`config.mk`:
```
export PLATFORM = sky130hd
export DESIGN_NAME = water_release_scheduler
export DESIGN_NICKNAME = d
export VERILOG_FILES = /design/src/rtl/water_release_scheduler.sv
export SDC_FILE = /design/constraint.sdc
export NUM_CORES = 1
export LEC_CHECK = 0
export BUFFER_PORTS_ARGS = -buffer_cell sky130_fd_sc_hd__buf_4
export CAP_MARGIN = 5
export CORE_MARGIN = 2
export CORE_UTILIZATION = 29
export CTS_BUF_LIST = sky130_fd_sc_hd__clkbuf_4
export DETAILED_ROUTE_END_ITERATION = 8
export HOLD_SLACK_MARGIN = 0.08
export PLACE_DENSITY = 0.45
export SLEW_MARGIN = 30
export SYNTH_ARGS = -nofsm -noshare
export SYNTH_HDL_FRONTEND = slang
export SYNTH_SLANG_ARGS = --single-unit
export TNS_END_PERCENT = 20
```
`constraint.sdc`:
```
create_clock -name clk -period 5 [get_ports clk]
set_input_delay 0.5 -clock clk [delete_from_list [all_inputs] [get_ports clk]]
set_output_delay 0.5 -clock clk [all_outputs]
set_load 0.02 [all_outputs]
```
`src/rtl/water_release_scheduler.sv`:
```
// Two-requester (city/town) reservoir release scheduler: arbitrates, meters RATE units per
// cycle through one valve and stops at the RESERVE floor. Optional: STARVATION_GUARD_EN.
module water_release_scheduler #(
   parameter int LEVEL_W   = 10,
   parameter int VOL_W     = 8,
   parameter int RATE      = 4,
   parameter int RESERVE   = 50,
   parameter int LOW_LEVEL = 200
`ifdef STARVATION_GUARD_EN
   ,
   parameter int STARVE_LIMIT = 3
`endif
) (
   input  logic               clk,
   input  logic               reset,
   input  logic [LEVEL_W-1:0] reservoir_level,
   input  logic               city_req,
   input  logic [VOL_W-1:0]   city_vol,
   input  logic               town_req,
   input  logic [VOL_W-1:0]   town_vol,
   output logic               city_grant,
   output logic               town_grant,
   output logic               valve_open,
   output logic [VOL_W-1:0]   drain_amt,
   output logic               city_done,
   output logic               town_done,
   output logic               short_delivery,
   output logic               busy,
   output logic               ration
);

   localparam int CMP_W = (LEVEL_W > VOL_W) ? LEVEL_W : VOL_W;
   localparam logic [LEVEL_W-1:0] RESERVE_L = LEVEL_W'(RESERVE);
   localparam logic [LEVEL_W-1:0] LOW_L     = LEVEL_W'(LOW_LEVEL);
   localparam logic [VOL_W-1:0]   RATE_V    = VOL_W'(RATE);

   typedef enum logic [1:0] {S_IDLE, S_GRANT, S_RELEASE, S_DONE} state_e;
   typedef enum logic {CITY = 1'b0, TOWN = 1'b1} who_e;

   state_e             state_q, state_d;
   who_e               owner_q, owner_d;
   who_e               last_q, last_d;
   logic [VOL_W-1:0]   remaining_q, remaining_d;
   logic               short_q, short_d;
   logic               ration_q, ration_d;

   logic [LEVEL_W-1:0] headroom;
   logic [VOL_W-1:0]   cap;
   logic [VOL_W-1:0]   amt;
   logic [VOL_W-1:0]   grant_vol;
   logic               level_ok;
   logic               city_wins;

`ifdef STARVATION_GUARD_EN
   localparam logic [1:0] STARVE_L = 2'(STARVE_LIMIT);
   logic [1:0] starve_cnt_q, starve_cnt_d;

   // Counts city grants that made a waiting town sit out under rationing.
   always_comb begin
      starve_cnt_d = starve_cnt_q;
      if (!ration_q) begin
         starve_cnt_d = '0;
      end else if (state_q == S_GRANT) begin
         if (owner_q == TOWN) begin
            starve_cnt_d = '0;
         end else if (town_req && starve_cnt_q != 2'b11) begin
            starve_cnt_d = starve_cnt_q + 2'd1;
         end
      end
   end

   always_ff @(posedge clk or negedge reset) begin
      if (!reset) starve_cnt_q <= '0;
      else        starve_cnt_q <= starve_cnt_d;
   end
`endif

   // NOTE: every signal gets its default first so no path through the block infers a latch.
   always_comb begin
      headroom = '0;
      if (reservoir_level > RESERVE_L) headroom = reservoir_level - RESERVE_L;
      cap = (remaining_q < RATE_V) ? remaining_q : RATE_V;
      amt = cap;
      if (CMP_W'(headroom) < CMP_W'(cap)) amt = VOL_W'(headroom);
      level_ok  = (reservoir_level > RESERVE_L);
      grant_vol = (owner_q == CITY) ? city_vol : town_vol;
      ration_d  = (reservoir_level <= LOW_L);
   end

   always_comb begin
      city_wins = 1'b0;
      if (city_req && !town_req) begin
         city_wins = 1'b1;
      end else if (city_req && town_req) begin
         city_wins = ration_q ? 1'b1 : (last_q == TOWN);
`ifdef STARVATION_GUARD_EN
         if (starve_cnt_q == STARVE_L) city_wins = 1'b0;
`endif
      end
   end

   always_comb begin
      state_d     = state_q;
      owner_d     = owner_q;
      last_d      = last_q;
      remaining_d = remaining_q;
      short_d     = short_q;
      case (state_q)
         S_IDLE: begin
            if ((city_req || town_req) && level_ok) begin
               owner_d = city_wins ? CITY : TOWN;
               state_d = S_GRANT;
            end
         end
         S_GRANT: begin
            remaining_d = grant_vol;
            last_d      = owner_q;
            short_d     = 1'b0;
            state_d     = (grant_vol == '0) ? S_DONE : S_RELEASE;
         end
         S_RELEASE: begin
            remaining_d = remaining_q - amt;
            if (remaining_q == amt) begin
               short_d = 1'b0;
               state_d = S_DONE;
            end else if (amt < cap) begin
               // Reserve floor limited this cycle: abandon the rest of the volume.
               short_d = 1'b1;
               state_d = S_DONE;
            end
         end
         S_DONE:  state_d = S_IDLE;
         default: state_d = S_IDLE;
      endcase
   end

   // NOTE: sequential state uses non-blocking assignments so all flops update together.
   always_ff @(posedge clk or negedge reset) begin
      if (!reset) begin
         state_q     <= S_IDLE;
         owner_q     <= CITY;
         last_q      <= TOWN;
         remaining_q <= '0;
         short_q     <= 1'b0;
         ration_q    <= 1'b0;
      end else begin
         state_q     <= state_d;
         owner_q     <= owner_d;
         last_q      <= last_d;
         remaining_q <= remaining_d;
         short_q     <= short_d;
         ration_q    <= ration_d;
      end
   end

   always_comb begin
      busy           = (state_q != S_IDLE);
      city_grant     = busy && (owner_q == CITY);
      town_grant     = busy && (owner_q == TOWN);
      valve_open     = (state_q == S_RELEASE);
      drain_amt      = valve_open ? amt : '0;
      city_done      = (state_q == S_DONE) && (owner_q == CITY);
      town_done      = (state_q == S_DONE) && (owner_q == TOWN);
      short_delivery = (state_q == S_DONE) && short_q;
      ration         = ration_q;
   end

endmodule

```
=== Word-level counts from Yosys, hierarchy flattened ===
Cells that the tools add are included.

* Add/subtract/negate cells: 2
* Magnitude comparators: 5
* Eq/ne operators: 6
* Multiplexer cells: 18
* Bitwise gates (word level): 1
* Reduce and logical (&&, ||, !) cells: 17

{| class="wikitable"
|+ Operators with widths
! kind !! count
|-
| 2-to-1 mux 8 bit || 4
|-
| case mux 8 bit (2 select lines) || 1
|-
| > comparator 10 x 6 -> 1 bit (second input constant) || 1
|-
| less-or-equal comparator 10 x 8 -> 1 bit (second input constant) || 1
|-
| less-than comparator 10 x 8 -> 1 bit || 1
|-
| 2-to-1 mux 10 bit || 1
|-
| subtractor 10 x 6 -> 10 bit (second input constant) || 1
|-
| == test 8 bit || 1
|-
| logical AND 1 bit || 8
|-
| zero test 8 bit || 1
|-
| less-than comparator 8 x 3 -> 1 bit (second input constant) || 1
|-
| less-than comparator 8 bit || 1
|-
| case mux 2 bit (4 select lines) || 1
|-
| subtractor 8 bit || 1
|-
| 2-to-1 mux 1 bit || 7
|-
| 2-to-1 mux 2 bit || 3
|-
| AND reduction 2 bit || 3
|-
| == test 2 bit (second input constant) || 2
|-
| nonzero test 2 bit || 2
|-
| != test 3 x 1 -> 1 bit (second input constant) || 1
|-
| == test 2 x 1 -> 1 bit (second input constant) || 1
|-
| zero test 2 bit || 1
|-
| != test 2 bit (second input constant) || 1
|-
| case mux 1 bit (2 select lines) || 1
|-
| other kinds (3) || 3
|}

* Bits in registers: 14
* Output and inout bits: 16

=== Depth between registers and ports, before layout ===
Gate-level depths: netlist of the first run.

* Depth after elaboration: 8
* Gate-level depth with buffers: 25

=== Worst setup path after synthesis of the first run ===
OpenSTA, ideal clock, no wires.

* Path kind: input to register
* From: input port reservoir_level[2]
* To: register remaining_q[7]
* Setup time: 0.079 ns
* Arrival time: 4.707 ns
* Required time: 4.921 ns
* Path slack: 0.214 ns
* Stages: 25
* Path buffers: 0
* Path through: inv_1 ha_1 nand2b_1 a21oi_1 o21ai_0 nor3_1 nor2_1 ha_1 o21ai_0 nor2_1 a221o_1 a221oi_4 nand2_1 inv_1 o21ai_0 inv_1 ha_1 nor2b_1 o21ai_0 a21boi_0 o21ai_0 a21oi_1 xnor2_1 a31oi_1 a2bb2oi_1

* Longest elaborated chain between the ends: 6
* Elaborated cells between the ends (all ways): 7

{| class="wikitable"
|+ RTL lines
! item !! RTL line !! text
|-
| from (decl) || 16 || <nowiki>input logic [LEVEL_W-1:0] reservoir_level,</nowiki>
|-
| subtractor 10 x 6 -> 10 bit or > comparator 10 x 6 -> 1 bit (tied branches) || 81 || <nowiki>if (reservoir_level > RESERVE_L) headroom = reservoir_level - RESERVE_L;</nowiki>
|-
| 2-to-1 mux 10 bit * || 81 ||
|-
| less-than comparator 10 x 8 -> 1 bit || 84 || <nowiki>if (CMP_W'(headroom) < CMP_W'(cap)) amt = VOL_W'(headroom);</nowiki>
|-
| 2-to-1 mux 8 bit * || 84 ||
|-
| subtractor 8 bit * || 122 || <nowiki>remaining_d = remaining_q - amt;</nowiki>
|-
| case mux 8 bit (2 select lines) * || 108 || <nowiki>case (state_q)</nowiki>
|-
| to (signal assigned) || 150 || <nowiki>remaining_q <= remaining_d;</nowiki>
|-
| to (decl) || 43 || <nowiki>logic [VOL_W-1:0] remaining_q, remaining_d;</nowiki>
|}

Mark *: on every way between the ends. The rest lies on a longest branch, timed or not.
A chain may end at the register's enable or synchronous reset.

=== Worst setup path in the final report of the first run ===
* From: input port reservoir_level[2]
* To: register state_q[1]

* Longest elaborated chain between the ends: 7
* Elaborated cells between the ends (all ways): 13

{| class="wikitable"
|+ RTL lines
! item !! RTL line !! text
|-
| subtractor 10 x 6 -> 10 bit or > comparator 10 x 6 -> 1 bit (tied branches) || 81, 85 ||
|-
| 2-to-1 mux 10 bit || 81 ||
|-
| less-than comparator 10 x 8 -> 1 bit || 84 ||
|-
| 2-to-1 mux 8 bit || 84 ||
|-
| less-than comparator 8 bit or == test 8 bit (tied branches) || 126, 123 ||
|-
| != test 3 x 1 -> 1 bit (no line) or 2-to-1 mux 2 bit (tied branches) || - ||
|-
| AND reduction 2 bit (no line) or case mux 2 bit (4 select lines) (tied branches) || - ||
|-
| to (signal assigned) || 147 || <nowiki>state_q <= state_d;</nowiki>
|-
| to (decl) || 40 || <nowiki>state_e state_q, state_d;</nowiki>
|}

Parallel ways exist; a longest one is shown, timed or not.

==> results by group, run 1 <==
Pwr
  • Maximum vdd drop: 243 uV
  • Gate power share: 70.2%
  • PwrDens: 434 nW/um^2
  • Leakage power: 0.00120 uW
  • Clk pwr share: 6.7%
  • Net switching power: 535 uW
  • Pint: 551 uW
  • Power share of the sequential group: 23.1%
  • Sw frac: 49.3%
  • Tot Pwr: 1090 uW

Route
  • DR DRC count: 0
  • Starting DRT DRC Count: 61
  • Wire length per cell: 13.9 microns
  • Vias/cell: 4.92
  • DRT Wirelength: 5.36 mm
  • Drt pass-1 iters: 4
  • Post-route ant nets: 0
  • Routed via count: 1,888

Place
  • Pre-CTS WS: -0.340 ns
  • Instance area at placement: 2430 sq um
  • RePlAce Congestion: 0.799
  • Number of port buffers: 45
  • DP Wirelength: 4.52 mm

Die
  • Die ar.: 7340 sq um
  • Ports: 46
  • Die width: 85.6 microns
  • Initial Util: 30.3%
  • Core Area: 6390 sq um
  • DIE HEIGHT: 85.6 microns
  • Rows: 29

Final layout
  • Nets: 366
  • Fin area: 2500 sq um
  • FILL cells: 708
  • Multi-input gate area: 1520 sq um
  • Number of antenna diodes: 0
  • Storage element area: 352 sq um
  • Area Overhead vs Synth: 29.4%
  • Share of layout cells above drive strength 1: 26.4%

Synth
  • Post-synth ARST share: 100%
  • Synth cell types: 55
  • Largest family of logic cells by synthesized area: compound AO/OA/AOI/OAI gates
  • Adder-Cell Fraction of Synth Area: 18.5%
  • Sequential area share after synthesis: 18.2%
  • Mux contribution to synthesized area: 5.37%
  • Top FF cell, synth: dfrtp_1
  • Simple-Gate Fraction of Synth Area: 23.6%
  • Synth Instances: 246
  • XOR/XNOR Fraction of Synth Area: 4.08%
  • Synth Register Bits: 14
  • Area of the mapped netlist: 1930 sq um
  • Synth Area in Compound Gates: 24.0%
  • Synth Warn #: 0
  • Post-Syn Area per Cell: 7.86 sq um
  • EDFF count, synth: 0

STA
  • Max Clk Rate: 0.219 GHz
  • Final Setup Violations: 0
  • Final min period: 4.57 ns
  • Max Transition Viols Final: 0
  • Clk_skew: 0.00592 ns
  • Setup_tns: 0 ns
  • Hold violation count in the final report: 0
  • Worst slew margin: 51.7%
  • Hold_ws: 0.403 ns
  • Setup ws final: 0.428 ns
  • Final period util: 91.4%
  • Worst-Margin Slew: 0.724 ns

Worst setup path
  • CP max stage cell: a221o_1
  • CP max stage delay: 0.33 ns
  • Cell family with most CP delay: simple AND/OR/NAND/NOR gates
  • CP Cell Sequence: buf_4, inv_1, ha_1, nand2b_1, a21oi_2, o21ai_1, nor3_2, nor2_1, ha_1, o21ai_0, nor2_1, a221o_1, a221oi_4, nand2_2, nor3_1, buf_4, inv_2, ha_1, nand4_1, nor2_1, and3_2, o41ai_2, mux2i_1
  • FF-to-FF path depth: 18
  • Critical-path maximum fanout: 5
  • CP Data Arrival Time: 4.77 ns
  • Reg-to-reg slack, setup: 0.60 ns
  • WP data required: 5.20 ns
  • Startpoint Class: primary input
  • WS Path Type: primary input to flop
  • Critical path buffers and inverters: 4
  • Worst Setup End Kind: flop
  • Reg2reg start: remaining_q[7]
  • RR Endpoint: state_q[1]

GRT
  • Vias in the first global route: 1,859
  • Global Route Usage Sum: 15.7%
  • First-pass GRT wire length: 9.14 mm
  • GRT Residual Overflow: 0
  • Largest net degree at the start of global routing: 21
  • Initial antenna violation count: 0

Flow run
  • Max Cap Viol: 0

Clock network
  • CTS tree: built
  • Clk buf depth: 2
  • Worst-path clk slew: 0.08 ns
  • Root buf cell: clkbuf_4
  • CTS H-Tree Depth: 1
  • TritonCTS Buffers: 3
  • Clock Latency Late Sink: 0.28 ns
  • CTS sink cnt: 14

Status
  • Status: finished clean

Min path
  • Worst Hold Depth: 2
  • Hold path endpoint: ration
  • HP Class: primary input to flop
  • Hold Crit Start: reservoir_level[8]
## Yosys cell counts, types with 2 or more instances
cell type | count | area (sq um)
nor2_1 | 30 | 113
ha_1 | 27 | 338
a21oi_1 | 22 | 110
inv_1 | 17 | 63.8
dfrtp_1 | 13 | 325
nand2_1 | 13 | 48.8
o21ai_0 | 13 | 65.1
clkbuf_1 | 8 | 30.0
nor2b_1 | 8 | 50.1
nor3_1 | 8 | 40.0
mux2i_1 | 7 | 70.1
xnor2_1 | 7 | 61.3
nand3_1 | 6 | 30.0
and2_1 | 5 | 31.3
nand2b_1 | 4 | 25.0
o31ai_1 | 4 | 30.0
mux2_2 | 3 | 33.8
o211ai_1 | 3 | 22.5
a2111o_1 | 2 | 22.5
a21o_1 | 2 | 15.0
a31oi_1 | 2 | 12.5
and2_2 | 2 | 15.0
and3_1 | 2 | 12.5
and3_2 | 2 | 15.0
inv_2 | 2 | 7.51
nand4_1 | 2 | 12.5
nor4_1 | 2 | 12.5
o21a_1 | 2 | 15.0
xor2_1 | 2 | 17.5
## worst max path at each step
stage	start	endpoint	slack [ns]	depth (start not counted)
floorplan	reservoir_level[2]	remaining_q[7]	0.21	25
global placement	reservoir_level[2]	remaining_q[7]	-0.20	27
detailed placement	reservoir_level[2]	remaining_q[5]	-0.34	27
CTS	reservoir_level[2]	remaining_q[5]	0.1	27
global route	reservoir_level[2]	remaining_q[7]	-0.02	25
finish	reservoir_level[2]	state_q[1]	0.43	23
## metrics by stage
step | util, % | std cells
2_1_floorplan | - | 255
3_3_place_gp | 38.1 | 378
3_5_place_dp | 38.1 | 378
4_1_cts | 38.8 | 383
5_1_grt | 39.2 | 384
6_report | 39.2 | 384
## logic make-up after synthesis
group	count (synthesis)
mux	10
xor+xnor	9
simple gates	90
flops	14
buf+inv	29
other cells	1
fa+ha+maj	28
compound gates	65
## metal layers
layer,wire [microns],track usage [%]
met5,0,0
met4,23,2.02
met3,214,3.37
met2,2410,23.7
met1,2710,23.5
## power by group through the flow
stage / registers (uW) / logic (uW) / clock network [uW]
after floorplan: 217 / 577 / 0
after global placement: 256 / 760 / 0
after detailed placement: 255 / 760 / 0
after CTS: 253 / 762 / 76.4
after global routing: 265 / 872 / 82.6
final: 251 / 762 / 72.8
## cells in the final DEF, fill, tap and decap left out, types with 3 or more instances in the layout
cell	synthesis	layout
nor2b_1	8	8
o31ai_1	4	4
and2_1	5	5
conb_1	1	10
o21ai_0	13	9
xnor2_1	7	7
mux2_2	3	3
o211ai_1	3	3
nor3_1	8	6
nand3_1	6	6
nand2b_1	4	4
ha_1	27	27
a21oi_1	22	21
nand2_1	13	12
mux2i_1	7	7
o21ai_1	1	4
buf_4	0	56
dfrtp_1	13	13
nor2_1	30	30
inv_1	17	17
clkbuf_4	0	4
## cell type report
| cell class | count | share of cell area (%) |
|---|---|---|
| clock buffer | 4 | 1.20 |
| inverter | 20 | 3.00 |
| multi-input combinational | 212 | 60.7 |
| sequential | 14 | 14.0 |
| tap | 77 | 3.85 |
| timing repair buffer | 57 | 17.2 |
## what timing repair did
action / 4_1_cts / 5_1_grt
hold buffers: 1 / 0
hold endpoints to repair: 13 / 0
gates resized for setup: 1 / 8
setup endpoints to repair: 2 / 7
setup buffers: 0 / 1
pin swaps: 0 / 3
## state kept, by name (all words and copies together), names as in the netlist
register     count
remaining_q      8
state_q          2
last_q           1
owner_q          1
ration           1
short_q          1
No activity file was read; power rests on OpenSTA's default activity.
==> run 2: changes to the inputs <==
--- a/config.mk
+++ b/config.mk
@@ -7,10 +7,10 @@
 export LEC_CHECK = 0
 export BUFFER_PORTS_ARGS = -buffer_cell sky130_fd_sc_hd__buf_4
 export CAP_MARGIN = 5
-export CORE_MARGIN = 2
 export CORE_UTILIZATION = 29
 export CTS_BUF_LIST = sky130_fd_sc_hd__clkbuf_4
 export DETAILED_ROUTE_END_ITERATION = 8
+export GPL_TIMING_DRIVEN = 1
 export HOLD_SLACK_MARGIN = 0.08
 export PLACE_DENSITY = 0.45
 export SLEW_MARGIN = 30
==> run 2 against run 1 <==
Compared with the run above: sequential power rose by 2%; worst hold slack lost 0.011 ns; largest power group unchanged; critical path type unchanged; cell count down 0.26%.
==> results by group, run 2 (synthesis gave the netlist of run 1 again) <==
GRT
  • Initial antenna violation count: 0 (unchanged)
  • Global Route Usage Sum: 15.8% (+0.13 points)
  • Largest net degree at the start of global routing: 21 (unchanged)
  • GRT Residual Overflow: 0 (unchanged)
  • First-pass GRT wire length: 8.98 mm (-1.7%)
  • Vias in the first global route: 1,857 (-0.11%)

Clock network
  • CTS tree: built
  • CTS sink cnt: 14 (unchanged)
  • Worst-path clk slew: 0.08 ns (about the same)
  • Clk buf depth: 2 (unchanged)
  • CTS H-Tree Depth: 1 (unchanged)
  • Postcts setup bufs: 0 (unchanged)
  • Clock Latency Late Sink: 0.28 ns (about the same)
  • Root buf cell: clkbuf_4
  • TritonCTS Buffers: 3 (unchanged)

Final layout
  • Share of layout cells above drive strength 1: 25.2% (-1.2 points)
  • Max reg flops: 8 (unchanged)
  • Multi-input gate area: 1510 sq um (-0.82%)
  • Nets: 365 (-0.27%)
  • Area Overhead vs Synth: 28.4%
  • Commonest non-fill, non-tap cell in the layout: buf_4
  • Storage element area: 352 sq um (unchanged)
  • Largest registers: remaining_q (8), state_q (2)
  • FILL cells: 663 (-6.4%)
  • Commonest non-fill, non-tap cells in the layout: 55 x buf_4, 30 x nor2_1, 27 x ha_1
  • Number of antenna diodes: 0 (unchanged)
  • Top reg by flops: remaining_q
  • Fin area: 2480 sq um (-0.80%)
  • Non-Filler Instances: 383 (-0.26%)

Route
  • DR DRC count: 0 (unchanged)
  • Wire length per cell: 13.9 microns (about the same)
  • Routed via count: 1,879 (-0.48%)
  • Vias/cell: 4.91 (-0.22%)
  • Drt pass-1 iters: 4 (unchanged)
  • Post-route ant nets: 0 (unchanged)
  • DRT Wirelength: 5.34 mm (-0.35%)
  • Starting DRT DRC Count: 76 (+25%)

Worst setup path
  • WP data required: 5.14 ns (-0.06 ns)
  • Critical-path maximum fanout: 5 (unchanged)
  • CP Data Arrival Time: 4.77 ns (about the same)
  • WS Path Type: primary input to flop
  • Worst Setup End Kind: flop
  • Startpoint Class: primary input

STA
  • Worst-Margin Slew: 0.742 ns (+0.0180 ns)
  • Final Setup Violations: 0 (unchanged)
  • Worst slew margin: 50.5% (-1.2 points)
  • Max Transition Viols Final: 0 (unchanged)
  • RSZ-0062 raised after global routing: yes
  • Hold violation count in the final report: 0 (unchanged)
  • Final period util: 92.5% (+1.1 points)
  • Max Clk Rate: 0.216 GHz (-1.2%)
  • Clk_skew: 0.00153 ns (-0.00439 ns)
  • Final min period: 4.63 ns (+0.0547 ns)
  • Setup ws final: 0.373 ns (-0.0547 ns)

Die
  • Core Area: 6390 sq um (unchanged)
  • Die width: 83.6 microns (-2.3%)
  • Initial Util: 30.3% (unchanged)
  • Rows: 29 (unchanged)
  • Ports: 46 (unchanged)
  • DIE HEIGHT: 83.6 microns (-2.3%)
  • Die ar.: 7000 sq um (-4.6%)

Place
  • Pre-CTS WS: -0.00675 ns (+0.333 ns)
  • Instance area at placement: 2430 sq um (unchanged)
  • DP Wirelength: 4.44 mm (-1.7%)
  • Placed Cells: 378 (unchanged)
  • RePlAce Congestion: 0.808 (+1.2%)
  • Number of port buffers: 45 (unchanged)

Min path
  • HP Class: primary input to flop

Flow run
  • Max Cap Viol: 0 (unchanged)

Pwr
  • PwrDens: 436 nW/um^2 (+0.47%)
  • Tot Pwr: 1080 uW (-0.33%)
  • Maximum vdd drop: 303 uV (+25%)
  • Leakage power: 0.00119 uW (-0.70%)

Status
  • Status: finished clean
run 2: layer usage:
| metal | track usage, % | part of all wire [%] | vias up |
|---|---|---|---|
| met5 | 0 | 0 | - |
| met4 | 1.39 | 0.32 | 0 |
| met3 | 3.26 | 3.5 | 2 |
| met2 | 23.9 | 43 | 28 |
| met1 | 23.9 | 54 | 855 |
| li1 | - | - | 994 |
run 2: worst paths after layout:
path / from / end / slack [ns] / cells after the start
max: reservoir_level[2] / remaining_q[6] / 0.37 / 25
min: reservoir_level[8] / ration / 0.39 / 2
max reg2reg: remaining_q[7] / remaining_q[6] / 0.48 / 20
min reg2reg: short_q / short_q / 0.53 / 2
max in group asynchronous: reset / last_q / 4.16 / 2
min in group asynchronous: reset / state_q[0] / 0.60 / 2
run 2: what timing repair did:
item                                   in CTS  in global routing
resized for setup                           0                  4
hold buffers                                1                  0
setup endpoints to repair                   0                  6
endpoints found under the hold margin      13                  0
run 2: cell type report:
cell class              count  area share, %
clock buffers               4           1.21
well taps                  77           3.88
flip-flops and latches     14           14.2
multi-input cells         212           60.7
inverters                  20           3.02
repair buffers             56           17.0
run 2: per-stage QoR:
step / hold slack, ns / TNS, ns / util, %
after floorplan: 0.204 / 0 / -
after detailed placement: 0.363 / -0.00675 / 38.1
after CTS: 0.384 / 0 / 38.8
after global placement: 0.365 / -0.0355 / 38.1
after global routing: 0.381 / -0.00226 / 38.9
final: 0.392 / 0 / 38.9
run 2: where the power goes:
group          internal, uW  total [uW]  leakage, uW  switching [uW]
Combinational           337         754      0.00101             417
Sequential              177         255     0.000162            78.1
Clock                  36.4        73.6    0.0000184            37.2
Total                   550        1080      0.00119             533
run 2: worst max-delay path: stages:
cell and delay, ns:
buf_4 0.12, inv_1 0.07, ha_1 0.14, nand2b_1 0.05, a21oi_1 0.16, o21ai_0 0.14
nor3_2 0.28, nor2_1 0.13, ha_1 0.30, o21ai_0 0.18, nor2_1 0.08, a221o_1 0.33
a221oi_4 0.30, nand2_2 0.12, nand3_1 0.10, o21ai_0 0.15, ha_1 0.26, fa_1 0.38
o21ai_0 0.22, a21oi_1 0.14, o21bai_1 0.16, a21oi_1 0.10, xnor2_1 0.13, a21oi_1 0.14
a21oi_1 0.08
==> run 3: changes to the inputs <==
--- a/config.mk
+++ b/config.mk
@@ -7,12 +7,13 @@
 export LEC_CHECK = 0
 export BUFFER_PORTS_ARGS = -buffer_cell sky130_fd_sc_hd__buf_4
 export CAP_MARGIN = 5
-export CORE_UTILIZATION = 29
+export CORE_UTILIZATION = 31
 export CTS_BUF_LIST = sky130_fd_sc_hd__clkbuf_4
 export DETAILED_ROUTE_END_ITERATION = 8
 export GPL_TIMING_DRIVEN = 1
 export HOLD_SLACK_MARGIN = 0.08
-export PLACE_DENSITY = 0.45
+export MAX_ROUTING_LAYER = met4
+export PLACE_DENSITY = 0.48
 export SLEW_MARGIN = 30
 export SYNTH_ARGS = -nofsm -noshare
 export SYNTH_HDL_FRONTEND = slang
==> constraint.sdc (replaced) <==
create_clock -name clk -period 5 [get_ports clk]
set_input_delay 0.75 -clock clk [delete_from_list [all_inputs] [get_ports clk]]
set_output_delay 0.75 -clock clk [all_outputs]
set_load 0.02 [all_outputs]
==> run 3 against run 2 <==
Compared with the run above: critical path depth rose by 1; cell area rose by 4.8%; combinational power rose by 3.7%; clock power fell by 4.5%; largest power group unchanged; non-clock buffer count rose by 17; maximum frequency rose by 1.1%; utilization rose by 4.8 points; worst hold slack got worse by 0.093 ns; routed wire length fell by 1.8%; count of clock-buffer cells in the layout fell by 1; global-route usage rose by 2.0 points.
==> results by group, run 3 (synthesis gave the netlist of run 1 again) <==
Route
  • DRT Wirelength: 5.24 mm (-1.8%)
  • Routed via count: 1,945 (+3.5%)
  • Post-route ant nets: 0 (unchanged)
  • DR DRC count: 0 (unchanged)
  • Drt pass-1 iters: 4 (unchanged)
  • Vias/cell: 4.89 (-0.39%)
  • Wire length per cell: 13.2 microns (-5.5%)
  • Starting DRT DRC Count: 59 (-22%)

Pwr
  • PwrDens: 424 nW/um^2 (-2.7%)
  • Tot Pwr: 1100 uW (+2.0%)
  • Leakage power: 0.00128 uW (+6.8%)
  • Maximum vdd drop: 263 uV (-13%)

Place
  • RePlAce Congestion: 0.856 (+5.9%)
  • Number of port buffers: 45 (unchanged)
  • DP Wirelength: 4.42 mm (-0.54%)

STA
  • Clk_skew: 0.00470 ns (+0.00317 ns)
  • Hold violation count in the final report: 0 (unchanged)
  • Hold_ws: 0.299 ns (-0.0931 ns)
  • Max Transition Viols Final: 0 (unchanged)
  • RSZ-0062 raised after global routing: yes
  • Max Clk Rate: 0.219 GHz (+1.1%)
  • Final min period: 4.58 ns (-0.0516 ns)
  • Worst slew margin: 51.3% (+0.83 points)
  • Final period util: 91.5% (-1.0 points)
  • Final Setup Violations: 0 (unchanged)
  • Worst-Margin Slew: 0.730 ns (-0.0125 ns)

Clock network
  • CTS hold repair buffers: 0 (-1)
  • TritonCTS Buffers: 3 (unchanged)
  • Clk buf depth: 2 (unchanged)
  • CTS tree: built
  • CTS sink cnt: 14 (unchanged)
  • Root buf cell: clkbuf_4
  • Clock Latency Late Sink: 0.29 ns (about the same)
  • CTS H-Tree Depth: 1 (unchanged)
  • Worst-path clk slew: 0.09 ns (about the same)

Worst setup path
  • CP Data Arrival Time: 4.79 ns (+0.02 ns)
  • Critical-path maximum fanout: 6 (+1)
  • Startpoint Class: primary input
  • Worst Setup End Kind: flop
  • WP data required: 5.21 ns (+0.07 ns)
  • WS Path Type: primary input to flop

GRT
  • Initial antenna violation count: 0 (unchanged)
  • Global Route Usage Sum: 17.8% (+2.0 points)
  • First-pass GRT wire length: 8.86 mm (-1.4%)
  • Vias in the first global route: 1,879 (+1.2%)
  • Largest net degree at the start of global routing: 21 (unchanged)
  • GRT Residual Overflow: 0 (unchanged)

Final layout
  • FILL cells: 648 (-2.3%)
  • Area Overhead vs Synth: 34.6%
  • Max reg flops: 8 (unchanged)
  • Commonest non-fill, non-tap cell in the layout: buf_4
  • Nets: 382 (+4.7%)
  • Largest registers: remaining_q (8), state_q (2)
  • Share of layout cells above drive strength 1: 29.1% (+3.9 points)
  • Commonest non-fill, non-tap cells in the layout: 73 x buf_4, 30 x nor2_1, 27 x ha_1
  • Top reg by flops: remaining_q
  • Number of antenna diodes: 0 (unchanged)

Die
  • Initial Util: 32.5% (+2.2 points)
  • Core Area: 5960 sq um (-6.7%)
  • Rows: 28 (-3.4%)
  • Die width: 81.0 microns (-3.2%)
  • Die ar.: 6560 sq um (-6.3%)
  • Ports: 46 (unchanged)
  • DIE HEIGHT: 81.0 microns (-3.2%)

Status
  • Status: finished clean

Min path
  • HP Class: primary input to asynchronous set/reset pin

Flow run
  • Max Cap Viol: 0 (unchanged)
[run 3: power breakdown]
part	switching (uW)	total (uW)	leakage (uW)	internal, uW
Combinational	422	782	0.00110	360
Clock	41.3	70.3	0.0000154	29.0
Sequential	74.5	251	0.000162	177
[run 3: what timing repair did]
item | 4_1_cts | 5_1_grt
gates resized for setup | 0 | 5
setup buffers | 0 | 0
setup endpoints to repair | 0 | 4
[run 3: cell type report]
| class | instances | area, sq um | area share, % |
|---|---|---|---|
| multi-input cells | 212 | 1510 | 57.9 |
| repair buffers | 73 | 548 | 21.1 |
| flip-flops and latches | 14 | 352 | 13.5 |
| well taps | 75 | 93.8 | 3.61 |
| inverters | 20 | 75.1 | 2.89 |
| clock buffers | 3 | 22.5 | 0.866 |
| clock inverters | 1 | 3.75 | 0.144 |
[run 3: routing by layer]
metal / share of wire (%) / global-route usage, % / vias up
met4: 0.36 / 2.50 / 0
met1: 52 / 25.4 / 882
met2: 44 / 26.9 / 33
li1: - / - / 1028
met3: 3.6 / 2.81 / 2
met5: 0 / - / -
[run 3: critical path, stage by stage]
cell,delay (ns)
buf_4,0.12
ha_1,0.18
nand2b_1,0.06
a21oi_1,0.07
o21ai_1,0.19
nor3_2,0.07
buf_4,0.15
nor2_1,0.17
ha_1,0.27
nand2_1,0.09
nor2_1,0.06
a221o_1,0.33
a221oi_4,0.29
buf_4,0.19
nand3_1,0.06
o21ai_1,0.16
inv_1,0.08
ha_1,0.30
nor2b_1,0.13
o21ai_1,0.07
a21boi_0,0.25
o21ai_1,0.12
a21oi_1,0.16
xnor2_1,0.15
o21ai_0,0.11
a2bb2oi_1,0.20
[run 3: final timing paths]
kind                       slack, ns          startpoint  cells past startpoint              to
setup / recovery                0.42  reservoir_level[1]                     26  remaining_q[7]
hold / removal                  0.30               reset                      1  remaining_q[5]
setup reg to reg                0.63      remaining_q[7]                     21  remaining_q[7]
hold reg to reg                 0.52             short_q                      2         short_q
max in group asynchronous       4.46               reset                      1          last_q
min in group clk                0.52             short_q                      2         short_q
[run 3: through the flow]
| step | area (sq um) | std cells | util (%) | setup slack, ns | setup TNS [ns] |
|---|---|---|---|---|---|
| 4_1_cts | 2600 | 398 | 43.6 | 0.217 | 0 |
| 2_1_floorplan | 1970 | 255 | - | 0.172 | 0 |
| 5_1_grt | 2600 | 398 | 43.7 | -0.00485 | -0.00485 |
| 3_3_place_gp | 2570 | 394 | 43.2 | -0.136 | -0.290 |
| 3_5_place_dp | 2570 | 394 | 43.2 | -0.107 | -0.193 |
| 6_report | 2600 | 398 | 43.7 | 0.425 | 0 |
